[src/rtl/fifo_ip.sv]
// Single-clock synchronous FIFO with registered (normal-mode) read data.
// Occupancy counter drives usedw; full/empty flags are registered from the next count.
module fifo_ip #(
  parameter int unsigned WIDTH = 8,
  parameter int unsigned DEPTH = 8
) (
  input  logic                       clk,
  input  logic                       aclr,
  input  logic [WIDTH-1:0]           data,
  input  logic                       wrreq,
  input  logic                       rdreq,
  output logic [WIDTH-1:0]           q,
  output logic                       wrfull,
  output logic                       rdempty,
  output logic [$clog2(DEPTH):0]     usedw
);

  localparam int unsigned AW = $clog2(DEPTH);
  localparam int unsigned CW = AW + 1;

  logic [WIDTH-1:0] mem [DEPTH];
  logic [AW-1:0]    wptr;
  logic [AW-1:0]    rptr;
  logic [CW-1:0]    cnt;
  logic [CW-1:0]    cnt_nxt;
  logic             wr_acc;
  logic             rd_acc;

  // A write into a full FIFO is still accepted when a read frees a slot in the same cycle.
  always_comb begin
    rd_acc  = rdreq && !rdempty;
    wr_acc  = wrreq && (!wrfull || rd_acc);
    cnt_nxt = cnt;
    case ({wr_acc, rd_acc})
      2'b10:   cnt_nxt = cnt + CW'(1);
      2'b01:   cnt_nxt = cnt - CW'(1);
      default: cnt_nxt = cnt;
    endcase
  end

  always_ff @(posedge clk) begin
    if (!aclr && wr_acc) begin
      mem[wptr] <= data;
    end
  end

  always_ff @(posedge clk) begin
    if (aclr) begin
      wptr    <= '0;
      rptr    <= '0;
      cnt     <= '0;
      q       <= '0;
      wrfull  <= 1'b0;
      rdempty <= 1'b1;
    end else begin
      if (wr_acc) begin
        wptr <= wptr + AW'(1);
      end
      if (rd_acc) begin
        q    <= mem[rptr];
        rptr <= rptr + AW'(1);
      end
      cnt     <= cnt_nxt;
      wrfull  <= (cnt_nxt == CW'(DEPTH));
      rdempty <= (cnt_nxt == '0);
    end
  end

  assign usedw = cnt;

endmodule

[config.mk]
export PLATFORM = sky130hd
export DESIGN_NAME = fifo_ip
export DESIGN_NICKNAME = d
export VERILOG_FILES = /design/src/rtl/fifo_ip.sv
export SDC_FILE = /design/constraint.sdc
export NUM_CORES = 1
export LEC_CHECK = 0
export CAP_MARGIN = 0
export CORE_MARGIN = 5
export CORE_UTILIZATION = 57
export CTS_CLUSTER_SIZE = 16
export DETAILED_ROUTE_END_ITERATION = 12
export PLACE_DENSITY = 0.78
export SLEW_MARGIN = 20
export SYNTH_ARGS = -nofsm -noshare
export SYNTH_HDL_FRONTEND = slang
export SYNTH_SLANG_ARGS = --single-unit
[constraint.sdc]
create_clock -name clk -period 2.86 [get_ports clk]
set_input_delay 0.429 -clock clk [delete_from_list [all_inputs] [get_ports clk]]
set_output_delay 0.429 -clock clk [all_outputs]
set_load 0.02 [all_outputs]
# Yosys cells after proc, flatten, opt, wreduce, memory -nomap -nowiden

Memory sizes are Yosys's and may differ from the RTL's. A register that Yosys moved wholly into a read port is not among the register bits.
Cells that the tools add are included.
Widths: inputs -> output; s select.

Output and inout bits: 14
Bits in writable memories: 64
Flip-flop bits (word level): 12
Memories kept: 1

Memories:

| memory | depth | width | read ports | clocked after Yosys merged registers in | write ports | line | RTL |
|---|---|---|---|---|---|---|---|
| mem    | 8     | 8     | 1          | 1                                       | 1           | 21   | `logic [WIDTH-1:0] mem [DEPTH];` |

Equal/unequal tests: 3
Reductions and logical operators: 8
Multiplexer cells: 3
Add/sub/neg operators: 4

Operators with widths:

| cell                | number |
|---|---|
| $pmux 4 s2          | 1 |
| $add 3x1->3 const B | 2 |
| $add 4x1->4 const B | 1 |
| $eq 4x4->1 const B  | 1 |
| $logic_not 4->1     | 1 |
| $sub 4x1->4 const B | 1 |
| $logic_and 1x1->1   | 3 |
| $logic_not 1->1     | 3 |
| $eq 2x1->1 const B  | 1 |
| $eq 2x2->1 const B  | 1 |
| $mux 1              | 2 |
| $logic_or 1x1->1    | 1 |

# Logic depth before layout (Yosys ltp)

Gate-level depths: netlist of the first run.

Depth in word-level cells: 7
Gate-level depth with buffers: 11

# Worst setup path after synthesis of the first run

No wires, ideal clock.

Kind: input to register
Start: input rdreq
End: register wrfull
Slack: 0.389 ns
Library setup time: 0.117 ns
Required time: 2.743 ns
Data arrival time: 2.353 ns
Cell stages on the path: 9
Path through: nor2b_1 -> o21a_1 -> inv_1 -> ha_1 -> nand2b_1 -> or4b_1 -> a31oi_1 -> xnor2_1 -> and4bb_2

Longest elaborated chain between the ends: 6

RTL lines:

| element                                         | line | RTL |
|---|---|---|
| from (decl)                                     | 11   | `input logic rdreq,` |
| $logic_and 1x1->1 (*)                           | 31   | `rd_acc = rdreq && !rdempty;` |
| $logic_or 1x1->1                                | 32   | `wr_acc = wrreq && (!wrfull \|\| rd_acc);` |
| $logic_and 1x1->1                               | 32   |  |
| $eq 2x1->1 / $eq 2x2->1 (equally long branches) | 34   | `case ({wr_acc, rd_acc})` |
| $pmux 4 s2 (*)                                  | 34   |  |
| $eq 4x4->1 (*)                                  | 64   | `wrfull <= (cnt_nxt == CW'(DEPTH));` |
| to (signal assigned)                            | 64   |  |
| to (decl)                                       | 13   | `output logic wrfull,` |

Mark *: on every way between the ends. The rest lies on a longest branch, timed or not.
A chain may end at the register's enable or synchronous reset.

# Final worst setup path of the first run

Same ends and word-level chain as after synthesis.

==> results by group, run 1 <==
Layout
  • Area of the multi-input gates: 923.4 um2
  • Core Util, Final: 69.81%
  • Register area: 2322 um2
  • Area Growth Syn to Fin: 18.16%
  • # diodes: 0
  • Filler cells: 388
  • Finished Layout Cells: 314
  • Design area: 3891 um2
  • Nets@finish: 254
  • Share of cells above drive strength 1: 19.01%

Clock tree
  • Deepest clock path buffer count: 2
  • TritonCTS Buffers: 9
  • Post CTS Setup Buffer Count: 0
  • CTS hold repair buffers: 0
  • Clk Latency, worst-skew pair: 0.34 ns
  • H-tree depth: 3
  • Reg clk slew, reported paths: 0.08 ns
  • Cts repair resizes: 0
  • CTS tree: yes
  • Root Buffer: clkbuf_8
  • CTS sink cnt: 84

Power
  • Peak VDD IR: 0.4488 mV
  • Total Power: 2817 uW
  • Pwr dens: 724.0 nW/um2
  • Leak: 0.001275 uW

Setup path
  • Reg2reg path depth: 9
  • CP Launch Point: rdreq
  • Flop2flop setup slack: 0.49 ns
  • Crit path DAT: 2.85 ns
  • CP endpoint kind: flop
  • Setup Crit Path Kind: in2reg
  • Maximum fanout along the worst path: 3
  • Crit path launch type: primary input
  • Worst setup path end: wrfull$_SDFF_PP0_
  • R2R Path End: wrfull$_SDFF_PP0_
  • Req. time, crit path: 3.10 ns
  • CP cell instances: clkdlybuf4s50_1 -> nor2b_1 -> o21a_1 -> inv_1 -> ha_1 -> nand2b_1 -> or4b_1 -> a31oi_1 -> xnor2_1 -> and4bb_2
  • Crit Reg-Reg Startpoint: rdempty$_SDFF_PP1_
  • Crit path max-delay cell type: or4b_1
  • CP peak stage delay: 0.48 ns

Drt
  • Avg Vias per Cell: 5.666
  • Met3 WL: 299 um
  • ANT nets after route: 0
  • Via Count: 1779
  • Initial DRT Pass Iterations: 4
  • Routed WL: 6106 um
  • Met1 Wirelength: 2648 um
  • WL met2: 3074 um
  • DRC: 0
  • Uppermost layer routed: met4
  • DR WL/cell: 19.45 um
  • 1st-iter DRT viols: 140

Yosys
  • Post-Syn Area per Cell: 16.80 um2
  • Cells after synthesis: 196
  • Number of different library cells in the post-synthesis netlist: 29
  • Seq/Total Area, Yosys: 70.52%
  • Post-Syn Area: 3293 um2
  • Synth warnings: 0
  • Synthesized flop and latch total: 84
  • Synth Net Count: 213

Outcome
  • Status: finished, final reports clean

Timing
  • RSZ-0062 raised after global routing: no
  • Hold Violations, Final: 0
  • Minimum clock period: 2.610 ns
  • Slew headroom: 43.47%
  • Period utilisation layout: 91.27%
  • Clk_skew: 0.007616 ns
  • Fmax: 0.3831 GHz
  • Final Max Slew Viols: 0
  • Final WS setup: 0.2497 ns
  • Tightest Pin Transition: 0.8467 ns
  • Final setup violation count: 0

Min path
  • Hold crit path type: reg2reg

Die
  • Die Ht: 86.01 um
  • Row count: 27
  • Starting Density: 59.08%
  • Die area: 7398 um2
  • Die Wd: 86.01 um
  • Core ar.: 5574 um2
  • Io pins: 26

Placement
  • Placed Instances: 298
  • Post-Place Cell Area: 3699 um2
  • Routability Congestion: 0.8095
  • Hpwl dp: 4072 um
  • Place WS: -0.07959 ns
  • Buffers on Ports: 25

Global route
  • Total congestion overflow: 0
  • Largest net degree at the start of global routing: 25
  • First-pass GRT wire length: 9666 um
  • Initial antenna violation count: 0
  • Total GRT Usage: 18.00%
  • Vias in the first global route: 1800

Job
  • Max-Cap Viols: 0
-- critical path, delay by kind of cell --
kind                     cells  cell delay, ns
buffers and inverters        2            0.53
AO/OA/AOI/OAI                2            0.38
adder cells (fa/ha/maj)      1            0.21
AND/OR/NAND/NOR              4            1.10
XOR/XNOR                     1            0.21
-- cell families after synthesis --
group                    synth area share, %
flip-flops                             70.52
AND/OR/NAND/NOR                        6.649
multiplexers                           13.98
AO/OA/AOI/OAI                          3.116
buffers and inverters                  1.444
XOR/XNOR                               2.393
adder cells (fa/ha/maj)                1.900
-- power breakdown --
group / leakage [uW] / internal [uW] / total [uW] / switching [uW]
Sequential: 0.000742 / 1380 / 1450 / 64.4
Clock: 0.0000984 / 427 / 821 / 394
Combinational: 0.000434 / 276 / 550 / 275
-- cell type report --
| cell class | count | share of cell area [%] |
|---|---|---|
| Clock buffer | 12 | 3.730 |
| Tap cell | 72 | 2.315 |
| Multi-Input combinational cell | 101 | 23.73 |
| Clock inverter | 4 | 1.222 |
| Timing Repair Buffer | 39 | 9.132 |
| Inverter | 2 | 0.1929 |
| Sequential cell | 84 | 59.68 |
-- layer usage --
| metal | up-vias | track usage [%] |
|---|---|---|
| li1 | 835 | - |
| met1 | 890 | 23.72 |
| met2 | 46 | 28.87 |
| met3 | 8 | 3.554 |
| met4 | 0 | 8.345 |
| met5 | - | 0 |
-- cell usage in the layout, fill, tap and decap left out, types with 2 or more instances in the layout --
cell,synthesis,routed
clkbuf_1,6,2
nand2_1,9,9
clkbuf_8,0,10
a211oi_1,8,8
mux4_2,16,16
ha_1,5,5
dfxtp_1,20,20
inv_1,2,2
clkdlybuf4s50_1,0,25
xor2_1,5,5
a21oi_1,2,2
nand3b_1,2,2
xnor2_1,4,4
nor3_1,3,3
edfxtp_1,64,64
o21ai_0,2,2
buf_4,1,14
mux2i_1,10,10
nor2_1,24,24
-- state kept, by name (all words and copies together), names as in the netlist --
name     count
mem         64
q            8
rdempty      1
rptr         3
usedw        4
wptr         3
wrfull       1
-- stage by stage --
step | hold slack [ns] | TNS, ns
finish | 0.4982 | 0
detailed placement | 0.4923 | -0.07959
global route | 0.5187 | 0
global placement | 0.4894 | 0
floorplan | 0.5024 | 0
CTS | 0.5034 | 0
-- synth_stat cells --
| cell | number | area share, % |
|---|---|---|
| and4bb_2 | 1 | 0.38 |
| edfxtp_1 | 64 | 58 |
| ha_1 | 5 | 1.9 |
| clkbuf_1 | 6 | 0.68 |
| nand2_1 | 9 | 1.0 |
| o21a_1 | 1 | 0.23 |
| nor3_1 | 3 | 0.46 |
| mux2i_1 | 10 | 3.0 |
| nand3b_1 | 2 | 0.46 |
| nor2b_1 | 1 | 0.19 |
| inv_1 | 2 | 0.23 |
| or4b_1 | 1 | 0.30 |
| o21ai_0 | 2 | 0.30 |
| a211oi_1 | 8 | 1.8 |
| a21oi_1 | 2 | 0.30 |
| a31oi_1 | 1 | 0.19 |
| mux4_2 | 16 | 11 |
| nand2b_1 | 1 | 0.19 |
| xnor2_1 | 4 | 1.1 |
| nor4b_1 | 1 | 0.27 |
| or2b_1 | 1 | 0.23 |
| xor2_1 | 5 | 1.3 |
| buf_4 | 1 | 0.23 |
| a31o_2 | 1 | 0.27 |
| dfxtp_1 | 20 | 12 |
| nor2_1 | 24 | 2.7 |
| or3_2 | 1 | 0.23 |
| nor4_1 | 1 | 0.19 |
| buf_2 | 2 | 0.30 |
-- worst min path at each step --
stage	to	startpoint	depth (start not counted)
final	q[3]$_SDFFE_PP0P_	q[3]$_SDFFE_PP0P_	2
after global routing	q[7]$_SDFFE_PP0P_	q[7]$_SDFFE_PP0P_	2
after CTS	q[7]$_SDFFE_PP0P_	q[7]$_SDFFE_PP0P_	2
after detailed placement	q[7]$_SDFFE_PP0P_	q[7]$_SDFFE_PP0P_	2
after global placement	q[3]$_SDFFE_PP0P_	q[3]$_SDFFE_PP0P_	2
after floorplan	wptr[1]$_SDFFE_PP0P_	wptr[1]$_SDFFE_PP0P_	2
No activity file was read; power rests on OpenSTA's default activity.
==> run 2: changes to the inputs <==
--- a/config.mk
+++ b/config.mk
@@ -7,10 +7,11 @@
 export LEC_CHECK = 0
 export CAP_MARGIN = 0
 export CORE_MARGIN = 5
-export CORE_UTILIZATION = 57
+export CORE_UTILIZATION = 52
 export CTS_CLUSTER_SIZE = 16
 export DETAILED_ROUTE_END_ITERATION = 12
-export PLACE_DENSITY = 0.78
+export DONT_BUFFER_PORTS = 1
+export PLACE_DENSITY = 0.67
 export SLEW_MARGIN = 20
 export SYNTH_ARGS = -nofsm -noshare
 export SYNTH_HDL_FRONTEND = slang
==> run 2 against run 1 <==
Cell count is 7.3% lower. Combinational power is 32% lower. Clock power is 2.8% higher. Critical path depth is 1 lower. Sequential share of layout area is 4.1 points higher. Global-route usage is 1.5 points lower. Register-to-register slack worse by 0.14 ns. Utilization is 12 points lower.
==> results by group, run 2 (synthesis gave the netlist of run 1 again) <==
Setup path
  • Maximum fanout along the worst path: 7 (+4)
  • CP endpoint kind: flop
  • Setup Crit Path Kind: reg2reg
  • Crit path launch type: flop
  • Req. time, crit path: 3.09 ns (about the same)
  • Crit path DAT: 2.74 ns (-0.11 ns)

Placement
  • Hpwl dp: 3627 um (-11%)
  • Buffers on Ports: 0 (-100%)
  • Routability Congestion: 0.8155 (+0.74%)
  • Placed Instances: 275 (-7.7%)

Clock tree
  • TritonCTS Buffers: 9 (unchanged)
  • H-tree depth: 3 (unchanged)
  • CTS hold repair buffers: 0 (unchanged)
  • Root Buffer: clkbuf_8
  • CTS sink cnt: 84 (unchanged)
  • CTS tree: yes
  • Cts repair resizes: 0 (unchanged)
  • Post CTS Setup Buffer Count: 0 (unchanged)
  • Deepest clock path buffer count: 2 (unchanged)
  • Reg clk slew, reported paths: 0.08 ns (about the same)
  • Clk Latency, worst-skew pair: 0.34 ns (about the same)

Drt
  • DRC: 0 (unchanged)
  • Routed WL: 5721 um (-6.3%)
  • Via Count: 1687 (-5.2%)
  • DR WL/cell: 19.66 um (+1.1%)
  • Avg Vias per Cell: 5.797 (+2.3%)
  • Initial DRT Pass Iterations: 5 (+1)
  • 1st-iter DRT viols: 87 (-38%)
  • ANT nets after route: 0 (unchanged)

Power
  • Pwr dens: 747.7 nW/um2 (+3.3%)
  • Total Power: 2721 uW (-3.4%)
  • Leak: 0.001165 uW (-8.6%)
  • Peak VDD IR: 0.3881 mV (-14%)

Global route
  • First-pass GRT wire length: 9335 um (-3.4%)
  • Total congestion overflow: 0 (unchanged)
  • Total GRT Usage: 16.47% (-1.5 points)
  • Vias in the first global route: 1836 (+2.0%)
  • Largest net degree at the start of global routing: 25 (unchanged)
  • Initial antenna violation count: 0 (unchanged)

Layout
  • Nets@finish: 226 (-11%)
  • Area of the multi-input gates: 925.9 um2 (+0.27%)
  • Share of cells above drive strength 1: 21.03% (+2.0 points)
  • Largest register FFs: 64 (unchanged)
  • Area Growth Syn to Fin: 10.49%
  • Largest Register: mem
  • Finished Layout Cells: 291 (-7.3%)
  • Filler cells: 486 (+25%)
  • # diodes: 0 (unchanged)
  • Register area: 2322 um2 (unchanged)
  • Most common cell after layout, fill and taps aside: edfxtp_1
  • Most frequent cells in the layout: edfxtp_1 (64), nor2_1 (24), dfxtp_1 (20)

Timing
  • Final Max Slew Viols: 0 (unchanged)
  • Clk_skew: 0.008882 ns (+0.001266 ns)
  • Tightest Pin Transition: 0.8840 ns (+0.03729 ns)
  • Final TNS setup: 0 ns (unchanged)
  • Fmax: 0.3982 GHz (+3.9%)
  • Hold Violations, Final: 0 (unchanged)
  • Hold Slack: 0.1541 ns (-0.3441 ns)
  • Slew headroom: 40.99% (-2.5 points)
  • Final setup violation count: 0 (unchanged)
  • RSZ-0062 raised after global routing: no
  • Period utilisation layout: 87.80% (-3.5 points)
  • Minimum clock period: 2.511 ns (-0.09916 ns)

Die
  • Die Wd: 89.58 um (+4.2%)
  • Io pins: 26 (unchanged)
  • Core ar.: 6241 um2 (+12%)
  • Starting Density: 52.77% (-6.3 points)
  • Die area: 8025 um2 (+8.5%)
  • Die Ht: 89.58 um (+4.2%)
  • Row count: 29 (+7.4%)

Outcome
  • Status: finished, final reports clean

Job
  • Max-Cap Viols: 0 (unchanged)

Min path
  • Hold crit path type: in2reg
run 2: metrics by stage:
| stage | cell area, um2 | setup slack (ns) | utilization, % |
|---|---|---|---|
| after floorplan | 3293 | 0.3891 | - |
| after global placement | 3435 | 0.3477 | 55.03 |
| after detailed placement | 3435 | 0.2248 | 55.03 |
| after CTS | 3638 | 0.3272 | 58.30 |
| after global routing | 3638 | 0.1377 | 58.30 |
| final | 3638 | 0.3488 | 58.30 |
run 2: worst max-delay path: stages, from the launching register on:
cell	delay, ns
dfxtp_1	0.38
inv_1	0.08
o21a_1	0.21
inv_1	0.15
ha_1	0.25
nand2b_1	0.16
or4b_1	0.50
a31oi_1	0.21
xnor2_1	0.19
and4bb_2	0.27
run 2: final timing paths:
path / from / endpoint / slack, ns / cells after the start
setup / recovery: wrfull$_SDFF_PP0_ / wrfull$_SDFF_PP0_ / 0.35 / 9
hold / removal: aclr / q[5]$_SDFFE_PP0P_ / 0.15 / 1
setup reg to reg: wrfull$_SDFF_PP0_ / wrfull$_SDFF_PP0_ / 0.35 / 9
hold reg to reg: q[6]$_SDFFE_PP0P_ / q[6]$_SDFFE_PP0P_ / 0.59 / 2
run 2: final cells by class:
| class | count | area share (%) |
|---|---|---|
| inverters | 2 | 0.2063 |
| clock buffers | 13 | 4.367 |
| multi-input cells | 101 | 25.45 |
| well taps | 77 | 2.648 |
| flip-flops and latches | 84 | 63.82 |
| clock inverters | 3 | 1.238 |
| repair buffers | 11 | 2.270 |
run 2: metal layers:
metal  vias up  wire length [um]  part of all wire [%]  global-route usage, %
li1        775                 -                     -                      -
met1       854              2297                    40                  19.14
met2        52              2976                    52                  27.86
met3         6               382                   6.7                  5.566
met4         0                65                   1.1                  7.037
met5         -                 0                     0                      0
run 2: power by group:
group	internal [uW]	leakage [uW]	switching [uW]
Clock	452	0.0000959	391
Combinational	192	0.000327	183
Sequential	1380	0.000742	120
==> run 3: changes to the inputs <==
--- a/config.mk
+++ b/config.mk
@@ -12,6 +12,7 @@
 export DETAILED_ROUTE_END_ITERATION = 12
 export DONT_BUFFER_PORTS = 1
 export PLACE_DENSITY = 0.67
+export RECOVER_POWER = 100
 export SLEW_MARGIN = 20
 export SYNTH_ARGS = -nofsm -noshare
 export SYNTH_HDL_FRONTEND = slang
==> run 3 against run 2 <==
Maximum frequency shrank 0.56%. Worst setup slack worse by 0.014 ns. Cell count is the same. Power shrank 0.39%. Via count is 0.41% lower. Clock-buffer cell count unchanged.
==> results by group, run 3 (synthesis gave the netlist of run 1 again) <==
Timing
  • Clk_skew: 0.009091 ns (+0.0002092 ns)
  • RSZ-0062 raised after global routing: no
  • Final TNS setup: 0 ns (unchanged)
  • Final setup violation count: 0 (unchanged)
  • Final WS setup: 0.3347 ns (-0.01410 ns)
  • Period utilisation layout: 88.30% (+0.49 points)
  • Final Max Slew Viols: 0 (unchanged)
  • Hold Violations, Final: 0 (unchanged)
  • Minimum clock period: 2.525 ns (+0.01411 ns)
  • Slew headroom: 42.56% (+1.6 points)
  • Tightest Pin Transition: 0.8604 ns (-0.02360 ns)
  • Fmax: 0.3960 GHz (-0.56%)
  • Hold Slack: 0.1537 ns (-0.0004500 ns)

Setup path
  • Flop2flop setup slack: 0.33 ns (about the same)
  • Crit path launch type: flop
  • Crit path DAT: 2.76 ns (+0.02 ns)
  • Maximum fanout along the worst path: 7 (unchanged)
  • Reg2reg path depth: 9 (unchanged)
  • CP endpoint kind: flop
  • Setup Crit Path Kind: reg2reg
  • CP Launch Point: rdempty$_SDFF_PP1_
  • R2R Path End: wrfull$_SDFF_PP0_
  • Crit Reg-Reg Startpoint: rdempty$_SDFF_PP1_
  • Req. time, crit path: 3.09 ns (about the same)

Die
  • Io pins: 26 (unchanged)
  • Die Ht: 89.58 um (unchanged)
  • Row count: 29 (unchanged)
  • Die Wd: 89.58 um (unchanged)
  • Die area: 8025 um2 (unchanged)
  • Core ar.: 6241 um2 (unchanged)
  • Starting Density: 52.77% (unchanged)

Placement
  • Hpwl dp: 3627 um (unchanged)
  • Buffers on Ports: 0 (unchanged)
  • Place WS: 0.2248 ns (unchanged)
  • Routability Congestion: 0.8155 (unchanged)

Drt
  • Initial DRT Pass Iterations: 4 (-1)
  • ANT nets after route: 0 (unchanged)
  • 1st-iter DRT viols: 104 (+20%)
  • DRC: 0 (unchanged)
  • Routed WL: 5671 um (-0.87%)
  • Avg Vias per Cell: 5.773 (-0.41%)
  • Via Count: 1680 (-0.41%)
  • DR WL/cell: 19.49 um (-0.87%)

Clock tree
  • Clk Latency, worst-skew pair: 0.34 ns (about the same)
  • TritonCTS Buffers: 9 (unchanged)
  • Cts repair resizes: 0 (unchanged)
  • CTS hold repair buffers: 0 (unchanged)
  • Deepest clock path buffer count: 2 (unchanged)
  • CTS tree: yes
  • Root Buffer: clkbuf_8
  • CTS sink cnt: 84 (unchanged)
  • Reg clk slew, reported paths: 0.08 ns (about the same)
  • Post CTS Setup Buffer Count: 0 (unchanged)
  • H-tree depth: 3 (unchanged)

Layout
  • Largest Register: mem
  • Largest register FFs: 64 (unchanged)
  • Nets@finish: 226 (unchanged)
  • Most frequent cells in the layout: edfxtp_1 (64), nor2_1 (24), dfxtp_1 (20)
  • Area Growth Syn to Fin: 9.384%
  • # diodes: 0 (unchanged)
  • Share of cells above drive strength 1: 16.36% (-4.7 points)
  • Most common cell after layout, fill and taps aside: edfxtp_1
  • Core Util, Final: 57.72% (-0.58 points)

Global route
  • Total GRT Usage: 16.47% (unchanged)
  • Largest net degree at the start of global routing: 25 (unchanged)
  • Initial antenna violation count: 0 (unchanged)
  • Vias in the first global route: 1836 (unchanged)
  • First-pass GRT wire length: 9335 um (unchanged)
  • Total congestion overflow: 0 (unchanged)

Power
  • Peak VDD IR: 0.3871 mV (-0.26%)
  • Pwr dens: 752.3 nW/um2 (+0.62%)
  • Leak: 0.001127 uW (-3.3%)

Outcome
  • Status: finished, final reports clean

Min path
  • Hold path depth: 1 (unchanged)
  • Hold Path Origin: aclr
  • Hold path endpoint: q[5]$_SDFFE_PP0P_
  • Hold crit path type: in2reg

Job
  • Max-Cap Viols: 0 (unchanged)
[run 3: area by class of cell]
class,instances,area (um2)
Clock inverter,3,45.04
Multi-Input combinational cell,101,923.4
Clock buffer,13,158.9
Timing Repair Buffer,11,48.80
Inverter,2,7.507
Sequential cell,84,2322
Fill cell,497,2639
Tap cell,77,96.34
[run 3: worst max path at each step]
stage	slack, ns	depth (start not counted)	endpoint
after floorplan	0.39	9	wrfull$_SDFF_PP0_
after global placement	0.35	9	wrfull$_SDFF_PP0_
after detailed placement	0.22	9	wrfull$_SDFF_PP0_
after CTS	0.33	9	wrfull$_SDFF_PP0_
after global routing	0.10	9	wrfull$_SDFF_PP0_
final	0.33	9	wrfull$_SDFF_PP0_
[run 3: worst max-delay path: stages, from the launching register on]
cell      delay (ns)
dfxtp_1         0.32
nor2b_1         0.15
o21a_1          0.22
inv_1           0.15
ha_1            0.25
nand2b_1        0.16
or4b_1          0.50
a31oi_1         0.21
xnor2_1         0.19
and4bb_2        0.27
[run 3: power breakdown]
part,switching (uW),internal [uW]
combinational,183,184
sequential,118,1380
clock,390,452
total,691,2020
[run 3: metrics by stage]
stage / cell area, um2 / instances / power (uW)
after global placement: 3435 / 275 / 1893
after global routing: 3602 / 291 / 2862
after floorplan: 3293 / 196 / 1821
final: 3602 / 291 / 2710
after detailed placement: 3435 / 275 / 1912
after CTS: 3638 / 291 / 2746
[run 3: per-layer routing]
layer / global-route usage (%) / part of all wire (%) / vias up
met2: 27.86 / 52 / 47
met3: 5.566 / 6.0 / 7
met5: 0 / 0 / -
li1: - / - / 778
met4: 7.037 / 1.1 / 0
met1: 19.14 / 41 / 848
==> variant: new RTL, settings of run 3 <==
`WIDTH`: 8 -> 10.
--- a/src/rtl/fifo_ip.sv
+++ b/src/rtl/fifo_ip.sv
@@ -2,5 +2,5 @@
 // Occupancy counter drives usedw; full/empty flags are registered from the next count.
 module fifo_ip #(
-  parameter int unsigned WIDTH = 8,
+  parameter int unsigned WIDTH = 10,
   parameter int unsigned DEPTH = 8
 ) (
Interface: changed (resized data and q); port bits go from 26 to 30. The function was not compared with the original's and may differ.
==> variant against run 3 <==
- synthesized area up 21%
- die area is 18% higher
- sequential cell count increased by 18
- final area grew 19%
- wire length up 21%
- combinational power hardly changed
- cell count up 18%
- worst setup slack got worse by 0.059 ns
- power increased by 13%
- largest cell class unchanged
- highest routed layer unchanged
==> variant: results (changes against run 3) <==
[logic_synthesis]
synth.area.top_cells=edfxtp_1 (61%), mux4_2 (11%), dfxtp_1 (11%)
synth_common_cells=edfxtp_1 (80), nor2_1 (24), dfxtp_1 (22)
synthXorXnorAreaFrac_pct=1.77  ; -0.63 points
syn_area_per_cell_um2=17.7  ; +5.5%
synth_fa_ha_area_share_pct=1.58  ; -0.32 points
synth_edf_count=80  ; +25%
synth.distinct_cells=30  ; +3.4%
synth_compound_area_share_pct=3.40  ; +0.29 points
synth-seq-area-share_pct=71.6  ; +1.1 points
synth_mux_area_share_pct=14.4  ; +0.39 points
syn-num-nets=243  ; +14%

[drt]
wl_met2_um=3370  ; +14%
vias_per_cell=5.52  ; -4.5%
wl_met1_um=2960  ; +28%
drt_iter0_markers=60  ; -42%
routed_wl_um=6840  ; +21%

[placed_design]
dp_hpwl_um=4580  ; +26%
placed_area_um2=4160  ; +21%
gp_congestion=0.862  ; +5.7%
dp_cells=327  ; +19%

[global_routing]
use_met3_pct=6.32  ; +0.75 points
grtUsageMet1_pct=19.3  ; +0.14 points
use_met2_pct=23.8  ; -4.0 points
grt_pass1_wl_um=10700  ; +14%
grt_max_degree=27  ; +8.0%
first_global_vias=1884  ; +2.6%
grt_use_total_pct=15.0  ; -1.4 points

[finish]
largest_reg_flops=80  ; +25%
fillers=543  ; +9.3%
layout-drive-gt1-share_pct=17.2  ; +0.86 points
fin_util_pct=58.6  ; +0.84 points

[timing]
whs_ns=0.135  ; -0.0183 ns
finClkSkew_ns=0.00909  ; -0.00000563 ns

[clock_network]
path_clk_slew_ns=0.10  ; +0.02 ns
clk_latency_ns=0.36  ; +0.02 ns

[hold_path]
holdPathEnd=q[2]$_SDFFE_PP0P_

[power_and_ir_drop]
power_frac_clock_pct=29.2  ; -1.9 points
leakagePower_nw=1.34  ; +19%
p_sw_share_pct=25.7  ; +0.14 points
peakVddDrop_mv=0.397  ; +2.5%

[worst_setup_path]
path_max_fanout=7  ; unchanged
critical_path.top_delay_family=XOR/XNOR gates
arrival_ns=2.86  ; +0.10 ns
reg2reg_slack_ns=0.28  ; -0.06 ns
cpPeakStageDelay_ns=0.39  ; -0.11 ns
slowest_stage=dfxtp_1

[status]
status=finished clean

[variant: cell type report]
class	count	share of cell area (%)
Sequential cell	102	66.2
Multi-Input combinational cell	109	24.6
Clock buffer	9	2.89
Tap cell	99	2.89
Clock inverter	7	1.69
Timing Repair Buffer	15	1.52
Inverter	2	0.175
[variant: worst max-delay path by stage]
stage               depth (start not counted)                  end
detailed placement                         11    wrfull$_SDFF_PP0_
global route                               11    wrfull$_SDFF_PP0_
CTS                                        11    wrfull$_SDFF_PP0_
floorplan                                   5  mem[0][0]$_DFFE_PP_
global placement                           11    wrfull$_SDFF_PP0_
finish                                     11    wrfull$_SDFF_PP0_
[variant: cells by family after synthesis]
logic type | Yosys count
flip-flops | 102
AND/OR/NAND/NOR | 46
multiplexers | 32
AO/OA/AOI/OAI | 18
buffers and inverters | 13
XOR/XNOR | 8
adder cells (fa/ha/maj) | 5
[variant: what timing repair did]
item / 4_1_cts / 5_1_grt
endpoints found under the setup margin: 0 / 1
setup buffers: 0 / 0
resized for setup: 0 / 1
